`src/rtl/regbank_dump_ctrl_pkg.sv`:
```
// Shared definitions for the register-bank dump sequencer: FSM state
// encodings and helpers that derive byte-lane geometry from the word width.
package regbank_dump_ctrl_pkg;

  typedef enum logic [1:0] {
    ST_IDLE  = 2'd0,
    ST_FETCH = 2'd1,
    ST_SEND  = 2'd2,
    ST_DONE  = 2'd3
  } state_e;

  // Number of bytes serialised per register word (word width is a multiple of 8).
  function automatic int bytes_per_word(input int word_wide);
    return word_wide / 8;
  endfunction

  // Width of the byte index; kept at least one bit so a byte-wide word still
  // has a legal index register.
  function automatic int byte_idx_bits(input int word_wide);
    int bpw;
    bpw = word_wide / 8;
    return (bpw > 1) ? $clog2(bpw) : 1;
  endfunction

endpackage

```
`src/rtl/regbank_dump_ctrl_if.sv`:
```
// Bank read port plus byte-wide transmit handshake used by the dump sequencer.
// master = the sequencer, slave = register-bank mux and UART TX side.
interface regbank_dump_ctrl_if #(
  parameter int addr_bits = 5,
  parameter int word_wide = 32
);
  logic [addr_bits-1:0] rbAddr;
  logic                 rbSel;
  logic [word_wide-1:0] rbData;
  logic [7:0]           txData;
  logic                 txValid;
  logic                 txReady;

  modport master (
    output rbAddr, rbSel, txData, txValid,
    input  rbData, txReady
  );

  modport slave (
    input  rbAddr, rbSel, txData, txValid,
    output rbData, txReady
  );
endinterface

```
`src/rtl/regbank_dump_ctrl_word_serializer.sv`:
```
// Holds one fetched register word and presents it LSB byte first. The byte
// index advances on every accepted transfer; last_fire marks the handshake
// that consumes the final byte so the sequencer can move on.
module regbank_dump_ctrl_word_serializer
  import regbank_dump_ctrl_pkg::*;
#(
  parameter int word_wide = 32
) (
  input  logic                 clock,
  input  logic                 reset,
  input  logic                 load,
  input  logic [word_wide-1:0] load_word,
  input  logic                 send,
  input  logic                 ready,
  output logic [7:0]           byte_out,
  output logic                 last_fire
);

  localparam int BYTES_PER_WORD = bytes_per_word(word_wide);
  localparam int IDX_W          = byte_idx_bits(word_wide);
  localparam logic [IDX_W-1:0] LAST_IDX = IDX_W'(BYTES_PER_WORD - 1);

  logic [word_wide-1:0]                word_q, word_d;
  logic [IDX_W-1:0]                    idx_q, idx_d;
  logic [BYTES_PER_WORD-1:0][7:0]      lanes;
  logic                                fire;

  assign lanes     = word_q;
  assign fire      = send & ready;
  assign last_fire = fire & (idx_q == LAST_IDX);
  // Output is forced to zero outside SEND so a stale word never shows on the link.
  assign byte_out  = send ? lanes[idx_q] : 8'h00;

  // Next word/index: load on fetch, step the index on each accepted byte.
  always_comb begin
    // NOTE: every signal gets a default first so no path leaves it unassigned (no latch).
    word_d = word_q;
    idx_d  = idx_q;
    if (load) begin
      word_d = load_word;
      idx_d  = '0;
    end else if (fire) begin
      idx_d = (idx_q == LAST_IDX) ? '0 : idx_q + 1'b1;
    end
  end

  // Word and index registers with synchronous reset.
  always_ff @(posedge clock) begin
    // NOTE: state uses non-blocking assignments so all flops update from pre-edge values.
    if (reset) begin
      word_q <= '0;
      idx_q  <= '0;
    end else begin
      word_q <= word_d;
      idx_q  <= idx_d;
    end
  end

endmodule

```
`src/rtl/regbank_dump_ctrl.sv`:
```
// Debug sequencer: on start, takes the bank read port, walks every address,
// latches each word and streams it byte-wise to the UART TX handshake.
// All outputs decode from registered state only.
module regbank_dump_ctrl
  import regbank_dump_ctrl_pkg::*;
#(
  parameter int addr_bits = 5,
  parameter int word_wide = 32
) (
  input  logic                clock,
  input  logic                reset,
  input  logic                start,
  regbank_dump_ctrl_if.master dbg_bus,
  output logic                busy,
  output logic                done
);

  state_e               state_q, state_d;
  logic [addr_bits-1:0] addr_q, addr_d;
  logic                 in_fetch;
  logic                 in_send;
  logic                 last_fire;

  assign in_fetch = (state_q == ST_FETCH);
  assign in_send  = (state_q == ST_SEND);

  regbank_dump_ctrl_word_serializer #(
    .word_wide (word_wide)
  ) u_word_serializer (
    .clock     (clock),
    .reset     (reset),
    .load      (in_fetch),
    .load_word (dbg_bus.rbData),
    .send      (in_send),
    .ready     (dbg_bus.txReady),
    .byte_out  (dbg_bus.txData),
    .last_fire (last_fire)
  );

  assign dbg_bus.rbAddr  = addr_q;
  assign dbg_bus.rbSel   = in_fetch | in_send;
  assign dbg_bus.txValid = in_send;
  assign busy            = (state_q != ST_IDLE);
  assign done            = (state_q == ST_DONE);

  // Next-state and address counter: the address only advances after the last
  // byte of a word is accepted, and stops at all-ones instead of wrapping.
  always_comb begin
    state_d = state_q;
    addr_d  = addr_q;
    unique case (state_q)
      ST_IDLE: begin
        if (start) begin
          state_d = ST_FETCH;
          addr_d  = '0;
        end
      end
      ST_FETCH: state_d = ST_SEND;
      ST_SEND: begin
        if (last_fire) begin
          if (addr_q != '1) begin
            addr_d  = addr_q + 1'b1;
            state_d = ST_FETCH;
          end else begin
            state_d = ST_DONE;
          end
        end
      end
      ST_DONE: begin
        state_d = ST_IDLE;
        addr_d  = '0;
      end
      default: begin
        state_d = ST_IDLE;
        addr_d  = '0;
      end
    endcase
  end

  // State and address registers; reset abandons any dump in progress.
  always_ff @(posedge clock) begin
    if (reset) begin
      state_q <= ST_IDLE;
      addr_q  <= '0;
    end else begin
      state_q <= state_d;
      addr_q  <= addr_d;
    end
  end

endmodule

```
`src/flat_wrapper.sv`:
```
// flat-port wrapper written by rule: the top's interface ports become plain ports
module regbank_dump_ctrl_flat import regbank_dump_ctrl_pkg::*;
#(
  parameter int addr_bits = 5,
  parameter int word_wide = 32
)
  (clock, reset, start, busy, done, dbg_bus_rbAddr, dbg_bus_rbSel, dbg_bus_txData, dbg_bus_txValid, dbg_bus_rbData, dbg_bus_txReady);
  regbank_dump_ctrl_if #(.addr_bits(addr_bits), .word_wide(word_wide)) dbg_bus_i ();
  input  logic clock;
  input  logic reset;
  input  logic start;
  output logic busy;
  output logic done;
  output wire logic [$bits(dbg_bus_i.rbAddr)-1:0] dbg_bus_rbAddr;
  output wire logic [$bits(dbg_bus_i.rbSel)-1:0] dbg_bus_rbSel;
  output wire logic [$bits(dbg_bus_i.txData)-1:0] dbg_bus_txData;
  output wire logic [$bits(dbg_bus_i.txValid)-1:0] dbg_bus_txValid;
  input wire logic [$bits(dbg_bus_i.rbData)-1:0] dbg_bus_rbData;
  input wire logic [$bits(dbg_bus_i.txReady)-1:0] dbg_bus_txReady;
  assign dbg_bus_rbAddr = dbg_bus_i.rbAddr;
  assign dbg_bus_rbSel = dbg_bus_i.rbSel;
  assign dbg_bus_txData = dbg_bus_i.txData;
  assign dbg_bus_txValid = dbg_bus_i.txValid;
  assign dbg_bus_i.rbData = dbg_bus_rbData;
  assign dbg_bus_i.txReady = dbg_bus_txReady;
  regbank_dump_ctrl #(.addr_bits(addr_bits), .word_wide(word_wide)) u_core (.clock(clock), .reset(reset), .start(start), .dbg_bus(dbg_bus_i), .busy(busy), .done(done));
endmodule
```
`config.mk`:
```
export PLATFORM = sky130hd
export DESIGN_NAME = regbank_dump_ctrl_flat
export DESIGN_NICKNAME = d
export VERILOG_FILES = /design/src/rtl/regbank_dump_ctrl_pkg.sv /design/src/rtl/regbank_dump_ctrl_if.sv /design/src/rtl/regbank_dump_ctrl_word_serializer.sv /design/src/rtl/regbank_dump_ctrl.sv /design/src/flat_wrapper.sv
export SDC_FILE = /design/constraint.sdc
export NUM_CORES = 1
export LEC_CHECK = 0
export ABC_AREA = 1
export BUFFER_PORTS_ARGS = -buffer_cell sky130_fd_sc_hd__buf_4
export CAP_MARGIN = 20
export CELL_PAD_IN_SITES_DETAIL_PLACEMENT = 0
export CELL_PAD_IN_SITES_GLOBAL_PLACEMENT = 1
export CORE_MARGIN = 2
export CORE_UTILIZATION = 36
export CTS_BUF_LIST = sky130_fd_sc_hd__clkbuf_8 sky130_fd_sc_hd__clkbuf_16
export DETAILED_ROUTE_END_ITERATION = 12
export GPL_ROUTABILITY_DRIVEN = 0
export PLACE_DENSITY = 0.82
export SETUP_SLACK_MARGIN = 0.02
export SYNTH_ARGS = -nofsm -noshare
export SYNTH_HDL_FRONTEND = slang
export SYNTH_SLANG_ARGS = --single-unit
```
`constraint.sdc`:
```
create_clock -name clock -period 2 [get_ports clock]
set_input_delay 0.2 -clock clock [delete_from_list [all_inputs] [get_ports clock]]
set_output_delay 0.2 -clock clock [all_outputs]
set_load 0.05 [all_outputs]
```
==> reports/metrics.yaml, run 1 <==
grt:
  grt_max_degree: 26
  grt_pass1_wl_mm: 8.14
  antenna_found_initial: 0
  grt_pass1_vias: 1824
  grt_overflow: 0
  grtUsageTotal_pct: 16.9
run_status:
  status: "complete, no violations"
worst_setup_path:
  crit_chain: "inv_2, nor2_1, o21ai_1, a21oi_1, buf_4"
  r2r.worst_path.cells: 10
  crit_cells: 5
  end_kind: "output port"
  path_buf_inv: 2
  critPathKind: "reg -> out"
  cp_data_arrival_time_ns: 1.66
  cp_data_required_time_ns: 1.80
  path_max_fanout: 10
  start_kind: "register"
  max_stage_delay_ns: 0.58
  crit_family: "flip-flops"
  slowest_stage: "dfxtp_1"
final_layout:
  postLayoutCellArea_sq_um: 2520
  fillers: 542
  area_growth_pct: 28.3
  final_cells: 406
  final_cell_mix: "nor2_1, buf_4, o21ai_0, dfxtp_1, nand2_1"
  nets: 378
  antenna_cells: 0
  multi_input_area_sq_um: 986
  layout_commonest_cell: "nor2_1"
  layout-drive-gt1-share_pct: 22.9
  fin_util_pct: 48.7
  ff_latch_area_sq_um: 821
detailed_routing:
  drcViolationCount: 0
  drt-total-wl_mm: 4.82
  ant_nets: 0
  drt_pass1_iterations: 4
  drtIter0Drc: 59
  vias: 1908
  via_per_inst: 4.70
  wl_per_cell_um: 11.9
timing:
  worst_slack_ns: 0.143
  finalHoldViolations: 0
  timing.final.crit_share_pct: 92.9
  grt_setup_unrepaired: "false"
  slew_headroom_pct: 72.3
  worstMarginPinSlew_ns: 0.415
  maxSlewViolCount: 0
  skew_ns: 0.00266
  clock.fmax_mhz: 538
  fin_crit_ns: 1.86
  finalSetupViolations: 0
floorplan:
  die_h_um: 77.9
  die_width_um: 77.9
  die-area_sq_um: 6070
  core_area_sq_um: 5170
  rows: 26
  ios: 53
  initial_core_util_pct: 38.0
power:
  power.density_nw_per_um2: 1510
  static-leakage-power_nw: 1.19
  p_sw_mw: 1.66
  ir_worst_vdd_uv: 722
  p_sw_share_pct: 43.6
  finalPower_mw: 3.81
  internal-power_mw: 2.15
  pwr-share-seq_pct: 34.9
  p_clk_share_pct: 18.1
  comb_power_share_pct: 47.0
yosys:
  synth.net_count: 326
  synth.ff_latch_count: 41
  avgSynthCellArea_sq_um: 6.95
  synth.distinct_cells: 23
  mappedNetlistArea_sq_um: 1970
  synthCells: 283
  ys_seq_area_share_pct: 41.8
  yosys_warnings: 0
placement:
  dp_hpwl_mm: 3.53
  port_buffers: 52
  placed_cells: 398
  post_dp_cell_area_sq_um: 2400
  pre_cts_slack_ns: 0.384
clock_network:
  clk_pin_slew_worst_paths_ns: 0.08
  cts_tree: "built"
  cts_setup_buffers: 0
  cts_max_level: 2
  cts_buffer_depth: 2
  insertion_delay_ns: 0.29
  cts_resized: 0
  clkSinkCount: 41
  cts_hold_buf: 0
  cts-root-buf: "clkbuf_8"
  cts_made_buffers: 5
job:
  cap_violations: 0
hold_path:
  hold_depth: 3
  worstHoldPathType: "in -> reg"
[per-layer routing]
layer | global-route usage [%] | vias to the layer above | wire (um)
met5 | 0 | - | 0
met4 | 5.26 | 0 | 70
met3 | 4.30 | 6 | 269
met2 | 28.2 | 42 | 2300
met1 | 21.3 | 856 | 2180
li1 | - | 1004 | -
[power by group through the flow]
stage                     Clock (mW)  Combinational [mW]  Sequential (mW)
final                          0.689                1.79             1.33
after global routing           0.737                2.03             1.37
after CTS                      0.694                1.82             1.33
after detailed placement           0                1.81             1.35
after global placement             0                1.79             1.34
after floorplan                    0                1.25             1.43
[sequential cells by signal (all words and copies together), names as in the netlist]
| register | count |
|---|---|
| u_core.state_q | 2 |
| u_core.u_word_serializer.lanes | 32 |
| u_core.dbg_bus.rbAddr | 5 |
| u_core.u_word_serializer.idx_q | 2 |
[path summary, 6_finish.rpt]
path | start | end | slack (ns)
max | u_core.u_word_serializer.idx_q[1] | dbg_bus_txData[7] | 0.14
min | dbg_bus_rbData[8] | u_core.u_word_serializer.lanes[8] | 0.12
max reg2reg | u_core.dbg_bus.rbAddr[0] | u_core.dbg_bus.rbAddr[2] | 0.48
min reg2reg | u_core.u_word_serializer.lanes[11] | u_core.u_word_serializer.lanes[11] | 0.50
[synthesized netlist by cell type]
cell type	count	area share (%)
nand2_2	3	0.95
nor3_1	1	0.25
clkbuf_2	3	0.76
nor2_4	1	0.57
a211oi_1	1	0.38
nand3_1	3	0.76
buf_6	3	1.7
o21ai_1	9	2.3
o21bai_4	1	0.95
nand4_1	1	0.32
buf_8	1	0.76
inv_8	1	0.57
buf_2	6	1.5
nand2_1	25	4.8
inv_1	10	1.9
nor3b_1	1	0.38
ha_1	7	4.5
o21ai_0	41	10
a21oi_1	12	3.1
nor2_1	107	20
dfxtp_1	41	42
clkbuf_1	2	0.38
inv_2	3	0.57
[kinds of logic (layout without fill, tap and decap cells)]
| kind of cell | after synthesis | in the layout | synth area share (%) |
|---|---|---|---|
| DFF | 41 | 41 | 41.8 |
| adders and majority gates | 7 | 7 | 4.46 |
| AOI/OAI and AO/OA | 64 | 64 | 17.1 |
| and+or+nand+nor | 142 | 142 | 28.5 |
| buffers and inverters | 29 | 82 | 8.21 |
[tightest hold or removal path, delay by kind of cell]
kind          cells  cell delay (ns)
simple gates      2             0.11
buf+inv           1             0.07
[final cells by class]
class / instances / share of cell area, %
multi-input cells: 213 / 39.1
flip-flops and latches: 41 / 32.6
repair buffers: 60 / 17.9
well taps: 70 / 3.47
clock buffers: 6 / 3.28
inverters: 14 / 2.38
clock inverters: 2 / 1.34
[stage by stage]
step	hold slack, ns	TNS (ns)
6_report	0.121	0
5_1_grt	0.125	0
4_1_cts	0.122	0
3_5_place_dp	0.426	0
3_3_place_gp	0.420	0
2_1_floorplan	0.335	-1.03
Note: power is estimated with default switching activity, not from simulation.
==> inputs of run 2 (changes only) <==
--- a/config.mk
+++ b/config.mk
@@ -13,9 +13,11 @@
 export CORE_MARGIN = 2
 export CORE_UTILIZATION = 36
 export CTS_BUF_LIST = sky130_fd_sc_hd__clkbuf_8 sky130_fd_sc_hd__clkbuf_16
+export CTS_CLUSTER_SIZE = 10
 export DETAILED_ROUTE_END_ITERATION = 12
 export GPL_ROUTABILITY_DRIVEN = 0
 export PLACE_DENSITY = 0.82
+export RECOVER_POWER = 25
 export SETUP_SLACK_MARGIN = 0.02
 export SYNTH_ARGS = -nofsm -noshare
 export SYNTH_HDL_FRONTEND = slang
==> run 2 against run 1 <==
Combinational power fell by 3%. Routed wire length rose by 0.60%. Count of clock-buffer cells in the layout did not move. Register-to-register slack barely moved. Sequential share of layout area rose by 0.38 points. Maximum frequency rose by 0.18%. Via count fell by 0.58%. Critical path type unchanged. Critical path depth did not move. Non-clock buffer count did not move.
==> reports/metrics.yaml, run 2 (same netlist as run 1, synthesis figures left out) <==
final_layout:
  ff_latch_area_sq_um: 821  # unchanged
  multi_input_area_sq_um: 986  # unchanged
  final_cell_mix: "nor2_1, buf_4, o21ai_0, dfxtp_1, nand2_1"  # unchanged
  fillers: 550  # was 542
  layout-drive-gt1-share_pct: 20.8  # was 22.9%
  layout_commonest_cell: "nor2_1"  # unchanged
  area_growth_pct: 26.8  # was 28.3%
  antenna_cells: 0  # unchanged
  largest_register_ffs: 32  # unchanged
  nets: 378  # unchanged
floorplan:
  ios: 53  # unchanged
  initial_core_util_pct: 38.0  # unchanged
  die-area_sq_um: 6070  # unchanged
  rows: 26  # unchanged
  die_width_um: 77.9  # unchanged
  core_area_sq_um: 5170  # unchanged
  die_h_um: 77.9  # unchanged
clock_network:
  clkSinkCount: 41  # unchanged
  cts_max_level: 2  # unchanged
  cts_tree: "built"  # unchanged
  insertion_delay_ns: 0.29  # about the same
  cts-root-buf: "clkbuf_8"  # unchanged
  clk_pin_slew_worst_paths_ns: 0.08  # about the same
  cts_buffer_depth: 2  # unchanged
  cts_made_buffers: 5  # unchanged
  cts_hold_buf: 0  # unchanged
timing:
  skew_ns: 0.00221  # was 0.00266 ns
  slew_headroom_pct: 60.2  # was 72.3%
  worstMarginPinSlew_ns: 0.599  # was 0.415 ns
  timing.final.crit_share_pct: 92.7  # was 92.9%
  clock.fmax_mhz: 539  # was 538 MHz
  fin_crit_ns: 1.85  # was 1.86 ns
  finalSetupViolations: 0  # unchanged
  finalHoldViolations: 0  # unchanged
  maxSlewViolCount: 0  # unchanged
  grt_setup_unrepaired: "false"  # unchanged
  fin_setup_tns_ns: 0  # unchanged
grt:
  grt_max_degree: 26  # unchanged
  antenna_found_initial: 0  # unchanged
  grtUsageTotal_pct: 16.9  # unchanged
  grt_pass1_wl_mm: 8.14  # unchanged
  grt_pass1_vias: 1824  # unchanged
  grt_overflow: 0  # unchanged
detailed_routing:
  vias: 1897  # was 1908
  ant_nets: 0  # unchanged
  via_per_inst: 4.67  # was 4.70
  drtIter0Drc: 54  # was 59
  drt-total-wl_mm: 4.85  # was 4.82 mm
  wl_per_cell_um: 11.9  # about the same
  drt_pass1_iterations: 4  # unchanged
  drcViolationCount: 0  # unchanged
worst_setup_path:
  r2r-start: "u_core.dbg_bus.rbAddr[0]"  # unchanged
  start_kind: "register"  # unchanged
  path_buf_inv: 2  # unchanged
  cp_data_required_time_ns: 1.80  # about the same
  max_stage_delay_ns: 0.58  # about the same
  cp_data_arrival_time_ns: 1.65  # was 1.66 ns
  critPathKind: "reg -> out"  # unchanged
  r2r.worst_path.cells: 10  # unchanged
  r2r_setup_slack_ns: 0.48  # about the same
  crit_chain: "inv_2, nor2_1, o21ai_1, a21oi_1, buf_4"  # unchanged
  r2r_end: "u_core.dbg_bus.rbAddr[2]"  # unchanged
  end_kind: "output port"  # unchanged
  path_max_fanout: 10  # unchanged
  crit_family: "flip-flops"  # unchanged
  slowest_stage: "dfxtp_1"  # unchanged
job:
  cap_violations: 0  # unchanged
power:
  finalPower_mw: 3.75  # was 3.81 mW
  ir_worst_vdd_uv: 627  # was 722 uV
  power.density_nw_per_um2: 1510  # about the same
  static-leakage-power_nw: 1.16  # was 1.19 nW
hold_path:
  hold_end: "u_core.u_word_serializer.lanes[8]"  # unchanged
  worstHoldPathType: "in -> reg"  # unchanged
  hold_depth: 3  # unchanged
  min_from: "dbg_bus_rbData[8]"  # unchanged
placement:
  port_buffers: 52  # unchanged
  dp_hpwl_mm: 3.53  # unchanged
run_status:
  status: "complete, no violations"  # unchanged
-- run 2: cell types whose count changed in the layout (fill, tap and decap cells not counted) --
cell      previous run  this run
buf_4               60        52
clkbuf_2             0         1
clkbuf_1             0         7
-- run 2: layer usage --
layer / track usage, % / vias to the layer above / wire, um
met2: 28.2 / 40 / 2310
met4: 5.26 / 0 / 70
li1: - / 1004 / -
met3: 4.30 / 6 / 258
met1: 21.3 / 847 / 2210
met5: 0 / - / 0
-- run 2: where the power goes --
| group | internal, mW | total, mW | switching, mW |
|---|---|---|---|
| clock | 0.402 | 0.688 | 0.286 |
| sequential | 1.14 | 1.33 | 0.187 |
| combinational | 0.551 | 1.74 | 1.19 |
-- run 2: worst register-to-register path: stages, from the launching register on --
cell and delay [ns]:
dfxtp_1 0.36, ha_1 0.23, nand2_1 0.08, nor2_1 0.04, ha_1 0.22, nand2_1 0.11, nand2_2 0.07, nor2_4 0.14
nand2_1 0.07, nand2_1 0.06, nor2_1 0.04
-- run 2: worst max-delay path by stage --
stage	slack [ns]	from	endpoint	cells after the start
2_1_floorplan	-0.13	u_core.state_q[0]	dbg_bus_txData[0]	5
3_3_place_gp	0.43	u_core.state_q[0]	dbg_bus_txData[7]	5
3_5_place_dp	0.38	u_core.state_q[0]	dbg_bus_txData[7]	5
4_1_cts	0.06	u_core.state_q[0]	dbg_bus_txData[7]	5
5_1_grt	0.02	u_core.u_word_serializer.idx_q[1]	dbg_bus_txData[7]	5
6_report	0.15	u_core.u_word_serializer.idx_q[1]	dbg_bus_txData[7]	5
-- run 2: timing repair --
item,CTS,global route
resized for setup,0,1
endpoints found under the setup margin,0,8
setup buffers,0,0
-- run 2: area by class of cell --
cell class,instances,share of cell area (%)
Inverter,14,2.41
Multi-Input combinational cell,213,39.6
Clock buffer,6,3.31
Sequential cell,41,32.9
Timing Repair Buffer,60,16.9
Clock inverter,2,1.36
Tap cell,70,3.51
-- run 2: metrics by stage --
stage          util, %  hold WS, ns  std cells  instance area, sq um  setup slack (ns)
2_1_floorplan        -        0.335        283                  1970            -0.128
3_3_place_gp      46.4        0.420        398                  2400             0.430
3_5_place_dp      46.4        0.426        398                  2400             0.384
4_1_cts           48.7        0.122        406                  2520            0.0590
5_1_grt           48.2        0.125        406                  2490            0.0246
6_report          48.2        0.122        406                  2490             0.146
